==> src/rtl/icache_fetch_ctrl_pkg.sv <==
// Shared definitions for the fetch sequencer: reset PC default, instruction buffer entry layout
// and FSM state encodings.
package icache_fetch_ctrl_pkg;

  localparam logic [29:0] RESET_PC_DEF = 30'h0;

  localparam logic [0:0] STATE_RUN  = 1'b0;
  localparam logic [0:0] STATE_HALT = 1'b1;

  // Buffer entry layout {error[62], addr[61:32], insn[31:0]}
  typedef struct packed {
    logic        error;
    logic [29:0] addr;
    logic [31:0] insn;
  } fetch_entry_t;

  function automatic logic [29:0] next_pc(input logic [29:0] pc);
    return pc + 30'd1;
  endfunction

endpackage

==> src/rtl/icache_fetch_ctrl_fifo.sv <==
// Synchronous instruction buffer; clear has priority over push and pop, push+pop on full is legal.
module icache_fetch_ctrl_fifo #(
  parameter int WIDTH = 63,
  parameter int DEPTH = 4
) (
  input  logic                         clk,
  input  logic                         rst,
  input  logic                         clear,
  input  logic                         push,
  input  logic                         pop,
  input  logic [WIDTH-1:0]             din,
  output logic [$clog2(DEPTH+1)-1:0]   count,
  output logic                         empty,
  output logic                         full,
  output logic [WIDTH-1:0]             head
);

  localparam int CW = $clog2(DEPTH + 1);
  localparam int AW = $clog2(DEPTH);

  logic [WIDTH-1:0] mem [DEPTH];
  logic [AW-1:0]    rd_ptr;
  logic [AW-1:0]    wr_ptr;
  logic             do_push;
  logic             do_pop;

  assign empty   = (count == '0);
  assign full    = (count == CW'(DEPTH));
  assign do_pop  = pop & ~empty & ~clear;
  assign do_push = push & ~clear & (~full | do_pop);
  assign head    = mem[rd_ptr];

  always_ff @(posedge clk) begin
    if (!rst || clear) begin
      rd_ptr <= '0;
      wr_ptr <= '0;
      count  <= '0;
    end else begin
      if (do_push) wr_ptr <= wr_ptr + AW'(1);
      if (do_pop)  rd_ptr <= rd_ptr + AW'(1);
      count <= count + CW'(do_push) - CW'(do_pop);
    end
  end

  // Storage is data only and carries no reset.
  always_ff @(posedge clk) begin
    if (do_push) mem[wr_ptr] <= din;
  end

endmodule

==> src/rtl/icache_fetch_ctrl.sv <==
// Fetch sequencer: issues sequential icache reads under a credit limit that reserves a buffer
// slot for every in-flight read, and buffers responses toward decode.
module icache_fetch_ctrl
  import icache_fetch_ctrl_pkg::*;
#(
  parameter logic [29:0] RESET_PC   = RESET_PC_DEF,
  parameter int          FIFO_DEPTH = 4,
  parameter int          IC_LATENCY = 2
) (
  input  logic        clk,
  input  logic        rst,
  input  logic        redirect_valid,
  input  logic [29:0] redirect_pc,
  output logic        fetch_ic_req,
  output logic [29:0] fetch_ic_addr,
  output logic        fetch_ic_flush,
  input  logic        icache_ready,
  input  logic        icache_valid,
  input  logic        icache_error,
  input  logic [31:0] icache_data,
  output logic        fetch_de_valid,
  output logic [29:0] fetch_de_addr,
  output logic [31:0] fetch_de_insn,
  output logic        fetch_de_error,
  input  logic        de_fetch_ready
);

  localparam int          IW         = $clog2(FIFO_DEPTH + 1);
  localparam logic [IW:0] CREDIT_MAX = FIFO_DEPTH[IW:0];

  if (IC_LATENCY > FIFO_DEPTH) begin : g_latency_check
    $error("IC_LATENCY larger than FIFO_DEPTH cannot sustain the in-flight window");
  end

  logic [29:0]   pc;
  logic [29:0]   resp_pc;
  logic [IW-1:0] inflight;
  logic [0:0]    state;
  logic [IW-1:0] fifo_count;
  logic          fifo_empty;
  logic          fifo_full_unused;
  logic          credit_ok;
  logic          issue;
  logic          resp;
  logic          push;
  logic          pop;
  fetch_entry_t  push_entry;
  fetch_entry_t  head_entry;
  logic [$bits(fetch_entry_t)-1:0] fifo_head;

  // A pop only returns credit through fifo_count next cycle; no same-cycle bypass.
  assign credit_ok      = ({1'b0, inflight} + {1'b0, fifo_count}) < CREDIT_MAX;
  assign fetch_ic_req   = rst & (state == STATE_RUN) & ~redirect_valid & credit_ok;
  assign fetch_ic_addr  = pc;
  assign fetch_ic_flush = ~rst | redirect_valid;

  assign issue = fetch_ic_req & icache_ready;
  assign resp  = rst & icache_valid & ~redirect_valid;
  assign push  = resp & (state == STATE_RUN);
  assign pop   = de_fetch_ready & ~fifo_empty;

  assign push_entry = '{error: icache_error, addr: resp_pc, insn: icache_data};

  always_ff @(posedge clk) begin
    if (!rst) begin
      pc       <= RESET_PC;
      resp_pc  <= RESET_PC;
      inflight <= '0;
      state    <= STATE_RUN;
    end else if (redirect_valid) begin
      pc       <= redirect_pc;
      resp_pc  <= redirect_pc;
      inflight <= '0;
      state    <= STATE_RUN;
    end else begin
      if (issue) pc <= next_pc(pc);
      if (push)  resp_pc <= next_pc(resp_pc);
      case ({issue, resp})
        2'b10:   inflight <= inflight + IW'(1);
        2'b01:   inflight <= inflight - IW'(1);
        default: inflight <= inflight;
      endcase
      // Younger responses after a fault are dropped while halted.
      if (push && icache_error) state <= STATE_HALT;
    end
  end

  icache_fetch_ctrl_fifo #(
    .WIDTH($bits(fetch_entry_t)),
    .DEPTH(FIFO_DEPTH)
  ) u_fifo (
    .clk   (clk),
    .rst   (rst),
    .clear (redirect_valid),
    .push  (push),
    .pop   (pop),
    .din   (push_entry),
    .count (fifo_count),
    .empty (fifo_empty),
    .full  (fifo_full_unused),
    .head  (fifo_head)
  );

  assign head_entry     = fetch_entry_t'(fifo_head);
  assign fetch_de_valid = ~fifo_empty;
  assign fetch_de_addr  = head_entry.addr;
  assign fetch_de_insn  = head_entry.insn;
  assign fetch_de_error = head_entry.error;

endmodule

==> config.mk <==
export PLATFORM = sky130hd
export DESIGN_NAME = icache_fetch_ctrl
export DESIGN_NICKNAME = d
export VERILOG_FILES = /design/src/rtl/icache_fetch_ctrl_pkg.sv /design/src/rtl/icache_fetch_ctrl_fifo.sv /design/src/rtl/icache_fetch_ctrl.sv
export SDC_FILE = /design/constraint.sdc
export NUM_CORES = 1
export LEC_CHECK = 0
export ABC_AREA = 1
export CAP_MARGIN = 20
export CORE_MARGIN = 2
export CORE_UTILIZATION = 56
export DETAILED_ROUTE_END_ITERATION = 8
export GPL_TIMING_DRIVEN = 0
export HOLD_SLACK_MARGIN = 0.12
export PLACE_DENSITY = 0.8
export REMOVE_ABC_BUFFERS = 1
export SYNTH_ARGS = -nofsm -noshare
export SYNTH_HDL_FRONTEND = slang
export SYNTH_HIERARCHICAL = 1
export SYNTH_SLANG_ARGS = --single-unit
==> constraint.sdc <==
create_clock -name clk -period 6.75 [get_ports clk]
set_input_delay 0.675 -clock clk [delete_from_list [all_inputs] [get_ports clk]]
set_output_delay 0.675 -clock clk [all_outputs]
set_load 0.01 [all_outputs]
# == Word-level counts from Yosys, hierarchy flattened ==
# Memories as Yosys holds them, arrays and structs flattened. A register that Yosys moved wholly into a read port is not among the register bits.
# Cells that the tools add are included.
# op_classes
addsub,9
order_cmp,1
n_eq_ne,3
n_mux,9
bitwise_logic,19
reduce_logical,8
# ops
operator,count
$mux W30,4
$add A30 B1 Y30 const B,2
$and A1 B1 Y1,12
$pmux W3 S2,1
$reduce_bool A2 Y1,3
$not A1 Y1,5
$add A2 B1 Y2 const B,2
$add A3 B3 Y4,1
$lt A4 B3 Y1 const B,1
$mux W2,2
$add A3 B1 Y3,1
$add A3 B1 Y3 const B,1
$eq A3 B3 Y1 const B,1
$logic_not A3 Y1,1
$sub A3 B1 Y3,1
$sub A3 B1 Y3 const B,1
$eq A2 B1 Y1 const B,1
$eq A2 B2 Y1 const B,1
$mux W1,2
$or A1 B1 Y1,2
$reduce_or A2 Y1,1
$logic_and A1 B1 Y1,1
$logic_not A1 Y1,1
$logic_or A1 B1 Y1,1
# word_totals
regBits,71
mem_bits_rw,252
output_inout_bits,96
elab_cells,57
memories,1
# mem_list
name,words,word_bits,read_ports,rd_ports_with_merged_regs,wr,line,source
u_fifo.mem,4,63,1,1,1,icache_fetch_ctrl_fifo.sv:21,logic [WIDTH-1:0] mem [DEPTH];

# == Logic depth before layout (Yosys ltp) ==
# Gate-level depths: netlist of the first run.
# depth
ltp_word,9
ltp_mapped,15
ltp_nobuf,13

# == Cells and area by module ==
# Netlist of the first run, hierarchy kept.
# modules_own_cells
module,n_inst,cells_per_inst,area_per_inst_um2,seq_area_each_um2
icache_fetch_ctrl_fifo,1,683,10088.4,7747.4
icache_fetch_ctrl,1,745,4451.8,1281.2

# == Worst setup path before layout of the first run ==
# Ideal clock, no wire load.
# synth_timing
path_type,input to register
from,input rst
to,"memory u_fifo.mem[0][0], enable pin"
t_arrival_ns,4.496
setup_slack_ns,1.770
path_stages,10
cell_sequence,buf_2 nand2_8 nor2_4 nand2_4 inv_2 buf_4 inv_1 nor2_1 nand2_1 nor2_1
# synth_between
elab_chain_cells,7
# synth_rtl
element,line,source
from (decl),icache_fetch_ctrl.sv:11,"input logic rst,"
$and A1 B1 Y1 (2 in series),icache_fetch_ctrl.sv:58,assign resp = rst & icache_valid & ~redirect_valid;
$and A1 B1 Y1,icache_fetch_ctrl.sv:59,assign push = resp & (state == STATE_RUN);
net push,icache_fetch_ctrl.sv:45,logic push;
$and A1 B1 Y1 (2 in series),icache_fetch_ctrl_fifo.sv:30,assign do_push = push & ~clear & (~full | do_pop);
$mux W1,icache_fetch_ctrl_fifo.sv:47,if (do_push) mem[wr_ptr] <= din;
$mux W1 (not written as such),icache_fetch_ctrl_fifo.sv:47,
to (decl),icache_fetch_ctrl_fifo.sv:21,
# The timed path passes the listed nets, and every way through them passes these cells.

# == Worst setup path in the final report of the first run ==
# layout_timing
from,input rst
to,"memory u_fifo.mem[1][26], enable pin"
# layout_between
elab_chain_cells,7
# layout_rtl
element,line
$and A1 B1 Y1 (2 in series),icache_fetch_ctrl.sv:58
$and A1 B1 Y1,icache_fetch_ctrl.sv:59
$and A1 B1 Y1 (2 in series),icache_fetch_ctrl_fifo.sv:30
$mux W1,icache_fetch_ctrl_fifo.sv:47
$mux W1 (not written as such),icache_fetch_ctrl_fifo.sv:47
# No other way between the ends.

==> summary.txt, run 1 <==
Finish
  • P&R area growth vs syn: 21.4%
  • Nets: 1655
  • Layout cell share with drive strength beyond 1: 9.63%
  • Most frequent cells in the layout: 252 x edfxtp_1, 251 x nand2_1, 199 x nor2_1
  • Ant. Diodes: 0
  • Commonest non-fill, non-tap cell in the layout: edfxtp_1

Drt
  • DR vias/cell: 5.64
  • Total wire length: 33100 um
  • Wirelength per Cell: 17.2 um
  • Drc violations: 0
  • Pre-Repair DR Iteration Count: 5
  • Final antenna-violating net count: 0
  • Routed vias: 10900
  • Iter 0 DRT Violations: 911

Clock tree
  • CTS clk-pin slew, worst paths: 0.06 ns
  • CTS Sinks: 325
  • Cts hold-fix bufs: 0
  • CTS Buffer Depth: 3
  • TritonCTS Buffers: 31
  • Worst-Skew Late Latency: 0.56 ns
  • H-tree levels: 1
  • CTS resizes: 0
  • TritonCTS clock tree: yes
  • Clock root cell: clkbuf_16
  • Post-CTS setup repair buffer count: 0

STA
  • Worst Hold Margin: 0.473 ns
  • Final Max Slew Viols: 0
  • Worst Skew: 0.0194 ns
  • Crit share post-route: 61.9%
  • PnR worst setup slack: 2.57 ns
  • Final setup viols: 0
  • Fmax: 239 MHz
  • Slew @ Worst Pin: 0.994 ns
  • Hold Vio Cnt, Final: 0
  • Min Clock Period, post-route: 4.18 ns
  • Worst rel slew slack: 33.6%
  • RSZ-0062 raised after global routing: no
  • Setup TNS: 0 ns

Critical path
  • End point of the critical path: u_fifo/mem[1][26]
  • Crit path from: rst
  • Reg2reg end: u_fifo/mem[1][26]
  • Max stage delay on crit path: 1.12 ns
  • CP Capture Type: flip-flop
  • Worst EP required: 6.99 ns
  • Startpoint types: input port
  • R2R Setup Slk: 3.68 ns
  • Slowest-stage cell, CP: clkdlybuf4s50_1
  • Crit path cell chain: clkdlybuf4s50_1 > nand2_8 > nor2_4 > nand2_4 > inv_2 > inv_1 > nor2_1 > nand2_1 > nor2_4 > buf_12 > buf_12
  • Reg2Reg Depth: 9
  • Setup CP Type: in2reg
  • R2r startpoint: state
  • Max FO, Critical Path: 29
  • Crit path DAT: 4.42 ns

Floorplanning
  • # IOs: 165
  • DIE HEIGHT: 165 um
  • Die ar.: 27300 um^2
  • Initial Util: 57.4%
  • Die X: 165 um
  • Core Region: 25300 um^2
  • Row Count: 58

Pwr
  • Worst vdd ir: 0.000199 V
  • Leakage: 6.21 nW
  • PD cells: 248 nW/um^2
  • Total power: 4.38 mW

Yosys
  • Cell area after synthesis: 14500 um^2
  • Yosys warns: 6
  • Avg Inst Size Synth: 10.2 um^2
  • Mapped Cells: 1427

GRT
  • Global-route wire length before repair: 51400 um
  • Vias in the first global route: 10300
  • Initial antenna violation count: 0
  • Largest net degree at the start of global routing: 127
  • Congestion Overflow GR: 0
  • All-layer global routing usage: 23.9%

Place
  • PortBufs: 164
  • Pre-CTS setup slack: 2.05 ns
  • Final Wtd Congestion: 0.951
  • Post-detailed-placement half-perimeter wirelength: 20800 um

Min path
  • Worst Hold Class: reg2reg
  • WHS Path Cells: 2

Status
  • Outcome: completed

Run
  • Max Cap Violations: 0
[critical path, delay by kind of cell]
kind	cells	cell delay, ns
buffers and inverters	5	2.12
and+or+nand+nor	6	1.56
[through the flow]
step                      instance area [um^2]  utilization [%]  cells
final                                    17600             69.7   1929
after global placement                   16200             64.1   1861
after floorplan                          14200                -   1367
after detailed placement                 16500             65.1   1871
after CTS                                17600             69.7   1929
after global routing                     17600             69.7   1929
[state kept, by name (all words and copies together), names as in the netlist, named ones only]
| signal | cells |
|---|---|
| fetch_ic_addr | 30 |
| inflight | 3 |
| resp_pc | 30 |
| state | 1 |
| u_fifo/count | 3 |
| u_fifo/mem | 252 |
| u_fifo/rd_ptr | 2 |
| u_fifo/wr_ptr | 2 |
[layer usage]
metal	vias to the layer above	wire length (um)	track usage, %
li1	5213	-	-
met1	5146	13800	32.5
met2	488	16100	40.9
met3	40	2750	3.42
met4	0	484	5.85
met5	-	0	0
[how the worst min path moves through the flow]
stage / startpoint / endpoint
floorplan: inflight[2] / inflight[2]
global placement: inflight[2] / inflight[2]
detailed placement: inflight[2] / inflight[2]
CTS: inflight[2] / inflight[2]
global route: inflight[2] / inflight[2]
finish: inflight[2] / inflight[2]
[layout make-up]
cell class,instances,area (um^2)
Sequential cell,325,9030
Fill cell,1807,7680
Multi-Input combinational cell,926,4730
Timing Repair Buffer,174,1850
Clock buffer,36,805
Inverter,116,457
Tap cell,330,413
Clock inverter,22,359
[report_power, final]
part | switching (mW) | internal, mW | total [mW]
Combinational | 0.115 | 0.105 | 0.220
Clock | 0.724 | 1.20 | 1.93
Sequential | 0.0456 | 2.18 | 2.23
Total | 0.884 | 3.49 | 4.38
Power figures use the tool's default switching activity.
==> run 2: changes to the inputs <==
- CORE_UTILIZATION: 56 -> 51
- PLACE_DENSITY: 0.8 -> 0.76
- clock period: 6.75 -> 3.52 ns (I/O delays scaled with it)
==> run 2 against run 1 <==
Wire length is 4.9% higher. Design area grew 0.52%. Sequential share of layout area down 0.26 points. Largest power group unchanged. Largest cell class unchanged.
==> summary.txt, run 2 (synthesized netlist as in run 1, its figures left out) <==
Critical path
  • Max FO, Critical Path: 44
  • Max stage delay on crit path: 0.40 ns
  • Setup CP Type: in2reg
  • CP Capture Type: flip-flop
  • Crit path DAT: 3.38 ns
  • Crit path cell chain: buf_2 > inv_8 > nand2_8 > nor2_4 > nand2_4 > inv_4 > inv_1 > nor2_1 > nand2_2 > nor2_4 > buf_12 > buf_12
  • Startpoint types: input port
  • Slowest-stage cell, CP: nor2_4
  • Top delay family on crit path: buffers and inverters
  • Worst path buffer plus inverter count: 6
  • Worst EP required: 3.73 ns

Pwr
  • PD cells: 471 nW/um^2
  • Psw: 1.76 mW
  • Reg power frac: 51.2%
  • Leakage: 6.22 nW
  • Clk pwr share: 43.7%
  • Switching Share: 21.1%
  • Pint: 6.59 mW
  • Total power: 8.36 mW
  • Worst vdd ir: 0.000295 V
  • Logic pwr share: 5.1%

Place
  • Post-detailed-placement half-perimeter wirelength: 21800 um
  • Final Wtd Congestion: 0.945
  • PortBufs: 164
  • Placed Cells incl. Taps: 1919
  • Post-DP Area: 16500 um^2

Clock tree
  • CTS Sinks: 325
  • CTS clk-pin slew, worst paths: 0.06 ns
  • TritonCTS Buffers: 35
  • Clock root cell: clkbuf_16
  • TritonCTS clock tree: yes
  • Cts hold-fix bufs: 0
  • CTS Buffer Depth: 3
  • H-tree levels: 2
  • Worst-Skew Late Latency: 0.52 ns

STA
  • RSZ-0062 raised after global routing: no
  • Slew @ Worst Pin: 0.907 ns
  • Hold Vio Cnt, Final: 0
  • Fmax: 315 MHz
  • Final Max Slew Viols: 0
  • Setup TNS: 0 ns
  • Crit share post-route: 90.1%
  • Worst Skew: 0.0169 ns
  • Worst rel slew slack: 39.5%
  • Final setup viols: 0
  • Min Clock Period, post-route: 3.17 ns

Floorplanning
  • DIE HEIGHT: 173 um
  • Row Count: 61
  • Die ar.: 29900 um^2
  • # IOs: 165
  • Core Region: 27900 um^2
  • Die X: 173 um
  • Initial Util: 52.0%

Finish
  • Commonest non-fill, non-tap cell in the layout: edfxtp_1
  • Max reg flops: 252
  • P&R area growth vs syn: 22.0%
  • Fin area: 17700 um^2
  • Layout cell share with drive strength beyond 1: 9.89%
  • Largest Register: u_fifo/mem
  • Nets: 1665
  • Fin cells: 1986
  • Most frequent cells in the layout: 252 x edfxtp_1, 250 x nand2_1, 199 x nor2_1
  • Ant. Diodes: 0

GRT
  • All-layer global routing usage: 22.4%
  • Largest net degree at the start of global routing: 127
  • Initial antenna violation count: 0
  • Global-route wire length before repair: 53700 um
  • Congestion Overflow GR: 0
  • Vias in the first global route: 10400

Drt
  • Routed vias: 10900
  • Final antenna-violating net count: 0
  • Drc violations: 0
  • DR vias/cell: 5.49
  • Iter 0 DRT Violations: 863
  • Total wire length: 34700 um
  • Wirelength per Cell: 17.5 um
  • Pre-Repair DR Iteration Count: 5

Run
  • Max Cap Violations: 0

Status
  • Outcome: completed

Min path
  • Worst Hold Class: in2reg
run 2: metal layers:
layer,track usage [%],routed length [um],part of all wire (%),vias to the layer above
li1,-,-,-,5240
met1,30.6,15500,45,5208
met2,37.3,16300,47,413
met3,2.95,2260,6.5,52
met4,7.03,698,2.0,0
met5,0,0,0,-
run 2: metrics by stage:
step	utilization, %	setup slack [ns]	hold WS (ns)
after floorplan	-	-1.07	0.443
after global placement	58.3	-5.43	0.464
after detailed placement	59.2	-1.08	0.465
after CTS	63.4	0.0216	0.414
after global routing	63.5	0.104	0.434
final	63.5	0.348	0.428
run 2: final timing paths:
check | startpoint | end | slack [ns] | cells after the start
worst max register to register | state | u_fifo/mem[2][30] | 0.74 | 9
worst min-delay path | icache_valid | state | 0.43 | 3
worst min register to register | inflight[2] | inflight[2] | 0.48 | 2
worst max-delay path | redirect_valid | u_fifo/mem[2][30] | 0.35 | 12
run 2: worst min-delay path, cell delays in order:
cell	delay, ns
clkdlybuf4s50_1	0.43
nand2_1	0.07
a21oi_1	0.05
run 2: cell type report:
type                       count  area, um^2
inverter                     116         459
fill                        2219       10200
tap                          378         473
clock inverter                16         203
timing repair buffer         177        1880
sequential                   325        9030
clock buffer                  45         945
multi-input combinational    929        4750
run 2: timing repair:
item | in CTS | in global routing
setup buffers | 0 | 3
cloned | 1 | 2
pin swaps | 1 | 3
setup endpoints to repair | 243 | 84
resized for setup | 4 | 1
run 2: power groups by stage:
| stage | clock, mW | sequential, mW | combinational [mW] |
|---|---|---|---|
| 6_report | 3.65 | 4.28 | 0.426 |
| 2_1_floorplan | 0 | 4.34 | 0.180 |
| 3_5_place_dp | 0 | 4.36 | 0.420 |
| 3_3_place_gp | 0 | 4.36 | 0.406 |
| 5_1_grt | 3.88 | 4.29 | 0.463 |
| 4_1_cts | 3.72 | 4.28 | 0.424 |
